$ cat src/rtl/nes_pad_reader.sv
// NES controller poller: latches the pad, clocks out 8 serial bits and publishes an active-high button vector.
// Optional macro NES_PAD_EDGE_EN adds pressed_out, the set of buttons newly pressed since the previous frame.
`timescale 1ns/1ps

module nes_pad_reader #(
    parameter int HALF_PER    = 195,
    parameter int POLL_PERIOD = 1083333
) (
    input  logic       vclk_in,
    input  logic       rst_n_in,
    input  logic       nes_data_in,
    output logic       nes_latch_out,
    output logic       nes_clk_out,
    output logic [7:0] buttons_out,
    output logic       valid_out
`ifdef NES_PAD_EDGE_EN
    ,
    output logic [7:0] pressed_out
`endif
);

    localparam int PW = $clog2(POLL_PERIOD);
    localparam int CW = $clog2(2 * HALF_PER);
    localparam logic [PW-1:0] POLL_LAST  = PW'(POLL_PERIOD - 1);
    localparam logic [CW-1:0] LATCH_LAST = CW'(2 * HALF_PER - 1);
    localparam logic [CW-1:0] HALF_LAST  = CW'(HALF_PER - 1);

    typedef enum logic [2:0] {
        IDLE     = 3'd0,
        LATCH    = 3'd1,
        BIT_LOW  = 3'd2,
        BIT_HIGH = 3'd3,
        DONE     = 3'd4
    } state_t;

    state_t          state;
    logic [PW-1:0]   poll_cnt;
    logic [CW-1:0]   phase_cnt;
    logic [2:0]      bit_idx;
    logic [7:0]      shift_reg;
    logic            sync1;
    logic            sync2;

    // Idle level of the pad data line is high, so the synchronizer resets to 1.
    always_ff @(posedge vclk_in or negedge rst_n_in) begin
        if (!rst_n_in) begin
            sync1 <= 1'b1;
            sync2 <= 1'b1;
        end else begin
            sync1 <= nes_data_in;
            sync2 <= sync1;
        end
    end

    always_ff @(posedge vclk_in or negedge rst_n_in) begin
        if (!rst_n_in) begin
            poll_cnt <= '0;
        end else if (poll_cnt == POLL_LAST) begin
            poll_cnt <= '0;
        end else begin
            poll_cnt <= poll_cnt + 1'b1;
        end
    end

    always_ff @(posedge vclk_in or negedge rst_n_in) begin
        if (!rst_n_in) begin
            state         <= IDLE;
            phase_cnt     <= '0;
            bit_idx       <= '0;
            shift_reg     <= '0;
            nes_latch_out <= 1'b0;
            nes_clk_out   <= 1'b0;
            buttons_out   <= '0;
            valid_out     <= 1'b0;
`ifdef NES_PAD_EDGE_EN
            pressed_out   <= '0;
`endif
        end else begin
            case (state)
                IDLE: begin
                    // A poll tick is only honoured here; ticks during a frame are dropped.
                    if (poll_cnt == '0) begin
                        state         <= LATCH;
                        phase_cnt     <= '0;
                        nes_latch_out <= 1'b1;
                    end
                end
                LATCH: begin
                    if (phase_cnt == LATCH_LAST) begin
                        state         <= BIT_LOW;
                        phase_cnt     <= '0;
                        bit_idx       <= '0;
                        nes_latch_out <= 1'b0;
                    end else begin
                        phase_cnt <= phase_cnt + 1'b1;
                    end
                end
                BIT_LOW: begin
                    if (phase_cnt == HALF_LAST) begin
                        // Sample just before the rising edge that makes the pad shift.
                        shift_reg[bit_idx] <= ~sync2;
                        state              <= BIT_HIGH;
                        phase_cnt          <= '0;
                        nes_clk_out        <= 1'b1;
                    end else begin
                        phase_cnt <= phase_cnt + 1'b1;
                    end
                end
                BIT_HIGH: begin
                    if (phase_cnt == HALF_LAST) begin
                        phase_cnt   <= '0;
                        nes_clk_out <= 1'b0;
                        if (bit_idx == 3'd7) begin
                            state       <= DONE;
                            buttons_out <= shift_reg;
                            valid_out   <= 1'b1;
`ifdef NES_PAD_EDGE_EN
                            pressed_out <= shift_reg & ~buttons_out;
`endif
                        end else begin
                            state   <= BIT_LOW;
                            bit_idx <= bit_idx + 1'b1;
                        end
                    end else begin
                        phase_cnt <= phase_cnt + 1'b1;
                    end
                end
                DONE: begin
                    state     <= IDLE;
                    valid_out <= 1'b0;
                end
                default: begin
                    state         <= IDLE;
                    phase_cnt     <= '0;
                    nes_latch_out <= 1'b0;
                    nes_clk_out   <= 1'b0;
                    valid_out     <= 1'b0;
                end
            endcase
        end
    end

`ifndef SYNTHESIS
    // A frame plus the return to IDLE must fit inside one poll period.
    a_params: assert property (@(posedge vclk_in)
        (POLL_PERIOD >= 18 * HALF_PER + 2) && (HALF_PER >= 4));
`endif

endmodule

$ cat config.mk
export PLATFORM = sky130hd
export DESIGN_NAME = nes_pad_reader
export DESIGN_NICKNAME = d
export VERILOG_FILES = /design/src/rtl/nes_pad_reader.sv
export SDC_FILE = /design/constraint.sdc
export NUM_CORES = 1
export LEC_CHECK = 0
export CAP_MARGIN = 20
export CELL_PAD_IN_SITES_DETAIL_PLACEMENT = 0
export CELL_PAD_IN_SITES_GLOBAL_PLACEMENT = 1
export CORE_UTILIZATION = 50
export DETAILED_ROUTE_END_ITERATION = 10
export GPL_ROUTABILITY_DRIVEN = 0
export PLACE_DENSITY = 0.85
export SETUP_SLACK_MARGIN = 0.02
export SLEW_MARGIN = 10
export SYNTH_ARGS = -nofsm -noshare
export SYNTH_HDL_FRONTEND = slang
export SYNTH_SLANG_ARGS = --single-unit
$ cat constraint.sdc
create_clock -name vclk_in -period 4.5 [get_ports vclk_in]
set_input_delay 0.9 -clock vclk_in [delete_from_list [all_inputs] [get_ports vclk_in]]
set_output_delay 0.9 -clock vclk_in [all_outputs]
set_load 0.02 [all_outputs]
Word-level counts from Yosys, hierarchy flattened
Index checks and enable logic that the tools add are counted.
- output and inout bits: 11
- register bits: 57
- word-level logic and storage cells: 78
- bitwise logic cells: 5
- add/sub/neg operators: 3
- muxes and demuxes: 27
- magnitude comparators: 2
- equality and inequality tests: 14
- reductions and logical operators: 16
- operator list (cell ; number):
    9-bit one-hot mux with 4 select lines ; 1
    9-bit two-way mux ; 3
    3-bit two-way mux ; 8
    21-bit by 1-bit adder with 21-bit output, second input constant ; 1
    21-bit equality test, second input constant ; 1
    21-bit zero test ; 1
    21-bit two-way mux ; 1
    2-bit != test, second input constant ; 6
    3-bit one-hot mux with 4 select lines ; 1
    3-bit AND reduction ; 4
    9-bit by 1-bit adder with 9-bit output, second input constant ; 1
    9-bit by 8-bit equality test with 1-bit output, second input constant ; 1
    9-bit equality test, second input constant ; 1
    3-bit OR reduction ; 3
    8-bit bitwise mux ; 1
    4-bit AND reduction ; 2
    1-bit two-way mux ; 7
    3-bit by 2-bit equality test with 1-bit output, second input constant ; 2
    3-bit equality test, second input constant ; 2
    1-bit one-hot mux with 3 select lines ; 2
    3-bit one-hot mux with 2 select lines ; 1
    1-bit inverter ; 5
    3-bit by 4-bit less-than comparator with 1-bit output, second input constant ; 1
    2-bit AND reduction ; 2
    9 further kinds ; 9

Logic depth before layout (Yosys ltp)
Gate-level depths: netlist (run 1).
- depth in word-level cells: 5
- depth in mapped cells: 6

Worst setup path after synthesis (run 1)
OpenSTA, ideal clock, no wires.
- kind: register to register
- start point: reg phase_cnt[0]
- end point: reg buttons_out[0]
- arrival time: 1887 ps
- setup slack: 2488 ps
- buffers on the path: 0
- period minus slack after synthesis: 2012 ps
- data required time: 4375 ps
- stages on the path, launching flop included: 7
- cells stage by stage: dfrtp_1 -> inv_1 -> ha_1 -> or2b_1 -> nor4_4 -> nand3_4 -> mux2_2
- word-level cells in the longest chain between the ends: 2
- RTL lines (what ; RTL line ; source):
    start, declared ; 38 ; logic [CW-1:0] phase_cnt;
    start signal, assigned ; 95 ; phase_cnt <= phase_cnt + 1'b1;
    start signal, assigned ; 106 ; phase_cnt <= phase_cnt + 1'b1;
    start signal, assigned ; 125 ; phase_cnt <= phase_cnt + 1'b1;
    9-bit by 8-bit equality test with 1-bit output ; 110 ; if (phase_cnt == HALF_LAST) begin
    3-bit AND reduction (no line) ; -- ;
    end signal, assigned ; 115 ; buttons_out <= shift_reg;
    end, declared ; 14 ; output logic [7:0] buttons_out,
Every way passes these cells.
A chain may end at the register's enable or synchronous reset.

Final worst setup path (run 1)
- start point: reg phase_cnt[0]
- end point: reg buttons_out[5]
The elaborated chain is that of the path after synthesis.

==> impl_metrics.tcl, run 1 <==
set metrics [dict create \
    core-area_um2 5574 \
    wl_um 5769 \
    syn2layout_area_growth_pct 12.69 \
    clk_latency_ps 330 \
    synth_edf_count 0 \
    synth_top_area_cell "dfrtp_1" \
    top_register "poll_cnt" \
    synth.area.top_cells "dfrtp_1, xnor2_1, inv_1" \
    r2r-start "phase_cnt[0]" \
    fin_skew_ps 2.790 \
    yosys.cell_types.count 52 \
    pwr-share-seq 0.515 \
    maxCapViolCount 0 \
    grt_max_degree 41 \
    grt_pass1_vias 2085 \
    die_w_um 78.41 \
    p_switching_uw 216.3 \
    p_leak_uw 0.001473 \
    crit_type "reg2reg" \
    ys_seq_area_frac 0.4895 \
    cp-start-kind "flip-flop" \
    critPathSlowestCell "nor4_4" \
    p_int_uw 784.6 \
    rsz0062_at_grt "false" \
    cts_hold_buf 0 \
    cts_root_buf "clkbuf_8" \
    worstSetupEndpointType "flip-flop" \
    fin_crit_ps 2290 \
    final_core_util 0.5901 \
    cts_max_level 3 \
    swShare 0.2161 \
    setup_viol 0 \
    cp-endpoint "buttons_out[5]" \
    slew_violations 0 \
    top_regs "poll_cnt (21), phase_cnt (9)" \
    startpoint "phase_cnt[0]" \
    drt_iter0_markers 155 \
    critPathTopFamily "simple AND/OR/NAND/NOR gates" \
    clk_path_buf_depth 2 \
    synth_warnings 0 \
    relSlewSlack 0.4146 \
    cts_resized 0 \
    cellPowerDensity_nw_per_um2 304.3 \
    reg2regPathDepth 6 \
    cts_tree "built" \
    slowest_delay_ps 590 \
    tns_ps 0 \
    cts.clk_slew.worst_paths_ps 60 \
    worstHoldPathType "reg2reg" \
    cts_inserted_buffers 9 \
    ys.flop_type "dfrtp_1" \
    synth_seq_cells 57 \
    wire_per_inst_um 15.47 \
    fp.dieH_um 78.41 \
    hold_viol 0 \
    cp_max_fo 10 \
    comb_power_share 0.012 \
    regArea_um2 1429 \
    synthArstFlopShare 1.000 \
    overflow 0 \
    period_share 0.5088 \
    synthCells 278 \
    postSynthAreaPerCell_um2 10.50 \
    multi_input_area_um2 1344 \
    pwr-share-clk 0.474 \
    globalRouteTotalUtil 0.2095 \
    crit_cells 6 \
    worstReg2RegEnd "buttons_out[5]" \
    ir_worst_vdd_mv 0.1710 \
    num_io_pins 14 \
    antenna_found_initial 0 \
    synth_area_um2 2919 \
    nFillCells 483 \
    layout.nets 306 \
    drc 0 \
    crit_chain "inv_1 -> ha_1 -> or2b_1 -> nor4_4 -> nand3_4 -> mux2_2" \
    reg2reg_slack_ps 2210 \
    start_util 0.5237 \
    dp_hpwl_um 3873 \
    clock_sinks 57 \
    via_per_inst 5.791 \
    numPortBuffers 13 \
    vias 2160 \
    synthesis.nets 288 \
    n_antenna_cell 0 \
    drive_gt1_frac 0.1262 \
    die-area_um2 6147 \
    fin_hold_ws_ps 357.2 \
    status "finished clean" \
    rows 27 \
    yosysTopAreaCellShare 0.4715 \
    dr.pass1.iters 4 \
    post_cts_buffers 0 \
    timing.fmax_ghz 0.4367 \
    grt_pass1_wl_um 9880 \
    tightest_slew_ps 870.9 \
    ant_nets 0 \
    crit_arrival_ps 2500 \
    worst-path-buf-inv 1 \
    largest_reg_flops 21 \
    worst_ep_required_time_ps 4710 \
]
[stage by stage]
stage,area [µm²],setup WS [ps],total power (µW),cells
floorplan,2919,2488,524.8,278
global placement,3093,2257,537.2,357
detailed placement,3093,2209,537.3,357
CTS,3289,2182,1014,373
global route,3289,2016,1041,373
finish,3289,2210,1001,373
[cells in the mapped netlist (3+ instances only)]
cell type / count
inv_1: 26
mux2i_1: 9
nand4_1: 8
or4_1: 3
nor4_1: 5
ha_1: 7
xnor2_1: 13
o221ai_1: 9
or3_1: 4
xor2_1: 5
nor2_1: 17
nand2_1: 18
o22ai_1: 4
o21ai_0: 8
dfrtp_1: 55
mux2_2: 8
and4_1: 3
a21oi_1: 4
and3_1: 3
nor3_1: 10
nand3_1: 18
[per-layer routing]
metal | part of all wire | wire length [µm] | track usage | vias up
li1 | - | - | - | 1037
met1 | 0.49 | 2837 | 0.2891 | 1070
met2 | 0.46 | 2676 | 0.3079 | 44
met3 | 0.029 | 170 | 0.06279 | 9
met4 | 0.015 | 85 | 0.08519 | 0
met5 | 0 | 0 | 0 | -
[kinds of logic (layout without fill, tap and decap cells)]
family,after synthesis,in the layout,share of synthesized area
buf+inv,33,56,0.05015
xor+xnor,18,18,0.05401
simple gates,109,109,0.2220
fa+ha+maj,7,7,0.03000
compound gates,37,37,0.09259
mux,17,17,0.06173
flops,57,57,0.4895
[cell usage in the layout, fill, tap and decap left out, types with 2 or more instances in the layout]
cell type / Yosys / layout
nor2b_1: 2 / 2
inv_1: 26 / 26
xor2_1: 5 / 5
o22ai_1: 4 / 4
clkdlybuf4s50_1: 0 / 12
mux2i_1: 9 / 9
and2_1: 2 / 2
nor3_1: 10 / 10
ha_1: 7 / 7
a21oi_1: 4 / 4
or4_1: 3 / 3
clkinvlp_4: 0 / 2
and4_1: 3 / 3
nand4_1: 8 / 8
clkbuf_8: 0 / 10
mux2_2: 8 / 8
nor4_4: 2 / 2
a31oi_1: 2 / 2
and3_1: 3 / 3
o221ai_1: 9 / 9
nor2_1: 17 / 17
o41ai_1: 2 / 2
xnor2_1: 13 / 13
nor4_1: 5 / 5
dfstp_2: 2 / 2
dfrtp_1: 55 / 55
nand2_1: 18 / 18
nor4b_1: 2 / 2
clkinv_2: 0 / 2
o21ai_0: 8 / 8
nand3_1: 18 / 18
or3_1: 4 / 4
[layout make-up]
cell class / count / area share
multi-input cells: 188 / 0.4085
flip-flops and latches: 57 / 0.4344
inverters: 26 / 0.02967
repair buffers: 14 / 0.04032
well taps: 72 / 0.02739
clock inverters: 5 / 0.01674
clock buffers: 11 / 0.04298
[worst min path at each step]
stage / to / slack (ps) / from / cells past startpoint
floorplan: sync2 / 350 / sync1 / 0
global placement: sync2 / 350 / sync1 / 0
detailed placement: sync2 / 350 / sync1 / 0
CTS: sync2 / 360 / sync1 / 0
global route: sync2 / 360 / sync1 / 0
finish: sync2 / 360 / sync1 / 0
[power groups by stage]
stage	combinational, µW	sequential [µW]	clock [µW]
2_1_floorplan	1.03	524	0
3_3_place_gp	12.4	525	0
3_5_place_dp	12.5	525	0
4_1_cts	12.5	515	486
5_1_grt	14.1	515	512
6_report	11.6	515	474
Note: power is estimated with default switching activity, not from simulation.
==> run 2, diff against run 1 <==
--- a/config.mk
+++ b/config.mk
@@ -8,10 +8,10 @@
 export CAP_MARGIN = 20
 export CELL_PAD_IN_SITES_DETAIL_PLACEMENT = 0
 export CELL_PAD_IN_SITES_GLOBAL_PLACEMENT = 1
-export CORE_UTILIZATION = 50
+export CORE_UTILIZATION = 48
 export DETAILED_ROUTE_END_ITERATION = 10
 export GPL_ROUTABILITY_DRIVEN = 0
-export PLACE_DENSITY = 0.85
+export PLACE_DENSITY = 0.82
 export SETUP_SLACK_MARGIN = 0.02
 export SLEW_MARGIN = 10
 export SYNTH_ARGS = -nofsm -noshare
==> constraint.sdc (replaced) <==
create_clock -name vclk_in -period 2.25 [get_ports vclk_in]
set_input_delay 0.45 -clock vclk_in [delete_from_list [all_inputs] [get_ports vclk_in]]
set_output_delay 0.45 -clock vclk_in [all_outputs]
set_load 0.02 [all_outputs]
==> impl_metrics.tcl, run 2 (same netlist as run 1, synthesis figures left out) <==
set metrics [dict create \
    slew_violations 0 \
    syn2layout_area_growth_pct 17.10 \
    ir_worst_vdd_mv 0.4416 \
    finalPower_uw 2061 \
    dr.pass1.iters 4 \
    cts_tree "built" \
    grt_max_degree 30 \
    drt_iter0_markers 193 \
    n_antenna_cell 0 \
    clock_sinks 57 \
    pwr-share-clk 0.487 \
    fp.dieH_um 79.99 \
    final_core_util 0.5808 \
    maxCapViolCount 0 \
    core-area_um2 5886 \
    cp_max_fo 9 \
    fin_crit_ps 2083 \
    layout.nets 320 \
    worst_ep_required_time_ps 2450 \
    num_io_pins 14 \
    relSlewSlack 0.6322 \
    drc 0 \
    clk_latency_ps 350 \
    tns_ps 0 \
    rows 28 \
    status "finished clean" \
    reg2regPathDepth 4 \
    p_int_uw 1577 \
    cts.clk_slew.worst_paths_ps 80 \
    antenna_found_initial 0 \
    regArea_um2 1429 \
    cp-start-kind "flip-flop" \
    wire_per_inst_um 15.54 \
    crit_type "reg2reg" \
    wl_um 6060 \
    layout_common_cells "dfrtp_1, inv_1, nand3_1, nand2_1, nor2_1" \
    hold_viol 0 \
    cellPowerDensity_nw_per_um2 603.1 \
    start_util 0.4960 \
    comb_power_share 0.014 \
    fin_hold_ws_ps 22.18 \
    pwr-share-seq 0.500 \
    cts_resized 0 \
    ant_nets 0 \
    vias 2225 \
    die_w_um 79.99 \
    die-area_um2 6398 \
    drive_gt1_frac 0.1683 \
    slowest_delay_ps 570 \
    reg2reg_slack_ps 170 \
    crit_chain "or4_1 -> or3_1 -> o21ai_2 -> o221ai_1" \
    cts_hold_buf 0 \
    top_regs "poll_cnt (21), phase_cnt (9)" \
    worstSetupEndpointType "flip-flop" \
    cts_inserted_buffers 9 \
    fin_skew_ps 7.882 \
    cts_max_level 3 \
    grt_pass1_wl_um 10540 \
    timing.fmax_ghz 0.4801 \
    cts_root_buf "clkbuf_8" \
    dp_hpwl_um 4195 \
    period_share 0.9257 \
    tightest_slew_ps 546.7 \
    swShare 0.2349 \
    worstHoldPathType "in2async" \
    crit_arrival_ps 2280 \
    numPortBuffers 13 \
    p_leak_uw 0.001549 \
    setup_viol 0 \
    clk_path_buf_depth 2 \
    p_switching_uw 484.3 \
    critPathSlowestCell "or4_1" \
    rsz0062_at_grt "false" \
    largest_reg_flops 21 \
    post_cts_buffers 0 \
    grt_pass1_vias 2148 \
    via_per_inst 5.705 \
    layout_commonest_cell "dfrtp_1" \
    top_register "poll_cnt" \
    globalRouteTotalUtil 0.2186 \
    nFillCells 496 \
    multi_input_area_um2 1344 \
    overflow 0 \
]
[run 2: path summary, 6_finish.rpt]
check,from,end
max,poll_cnt[8],phase_cnt[4]
min,rst_n_in,buttons_out[0]
max reg2reg,poll_cnt[8],phase_cnt[4]
min reg2reg,sync1,sync2
max in group asynchronous,rst_n_in,sync1
min in group vclk_in,sync1,sync2
[run 2: layout make-up]
type | count | area share
flip-flops and latches | 57 | 0.4180
repair buffers | 28 | 0.07321
clock inverters | 6 | 0.01940
multi-input cells | 188 | 0.3931
inverters | 26 | 0.02855
well taps | 75 | 0.02745
clock buffers | 10 | 0.04026
[run 2: power groups by stage]
stage	sequential (µW)	combinational, µW	clock (µW)
floorplan	1050	2.06	0
global placement	1050	30.0	0
detailed placement	1050	30.0	0
CTS	1030	30.1	1010
global route	1030	33.6	1060
finish	1030	28.5	1000
[run 2: critical path, delay by kind of cell, from the launching register on]
family | cells | cell delay (ps)
simple gates | 2 | 960
flops | 1 | 430
compound gates | 2 | 550
[run 2: through the flow]
stage | instances | cell area, µm² | setup slack (ps)
global placement | 374 | 3214 | 200.9
global route | 390 | 3418 | 26.85
detailed placement | 374 | 3214 | 167.9
CTS | 390 | 3418 | 157.0
floorplan | 278 | 2919 | 238.4
finish | 390 | 3418 | 167.2
[run 2: routing by layer]
metal,vias to the layer above,GRT usage,share of wire
met5,-,0,0
met3,10,0.04457,0.029
li1,1076,-,-
met4,0,0.09643,0.020
met2,41,0.3205,0.46
met1,1098,0.3104,0.49
==> run 3, diff against run 2 <==
--- a/config.mk
+++ b/config.mk
@@ -13,6 +13,7 @@
 export GPL_ROUTABILITY_DRIVEN = 0
 export PLACE_DENSITY = 0.82
 export SETUP_SLACK_MARGIN = 0.02
+export SKIP_CTS_REPAIR_TIMING = 1
 export SLEW_MARGIN = 10
 export SYNTH_ARGS = -nofsm -noshare
 export SYNTH_HDL_FRONTEND = slang
==> results of run 3 <==
No change in the layout: final DEF, timing and power equal those of run 2.
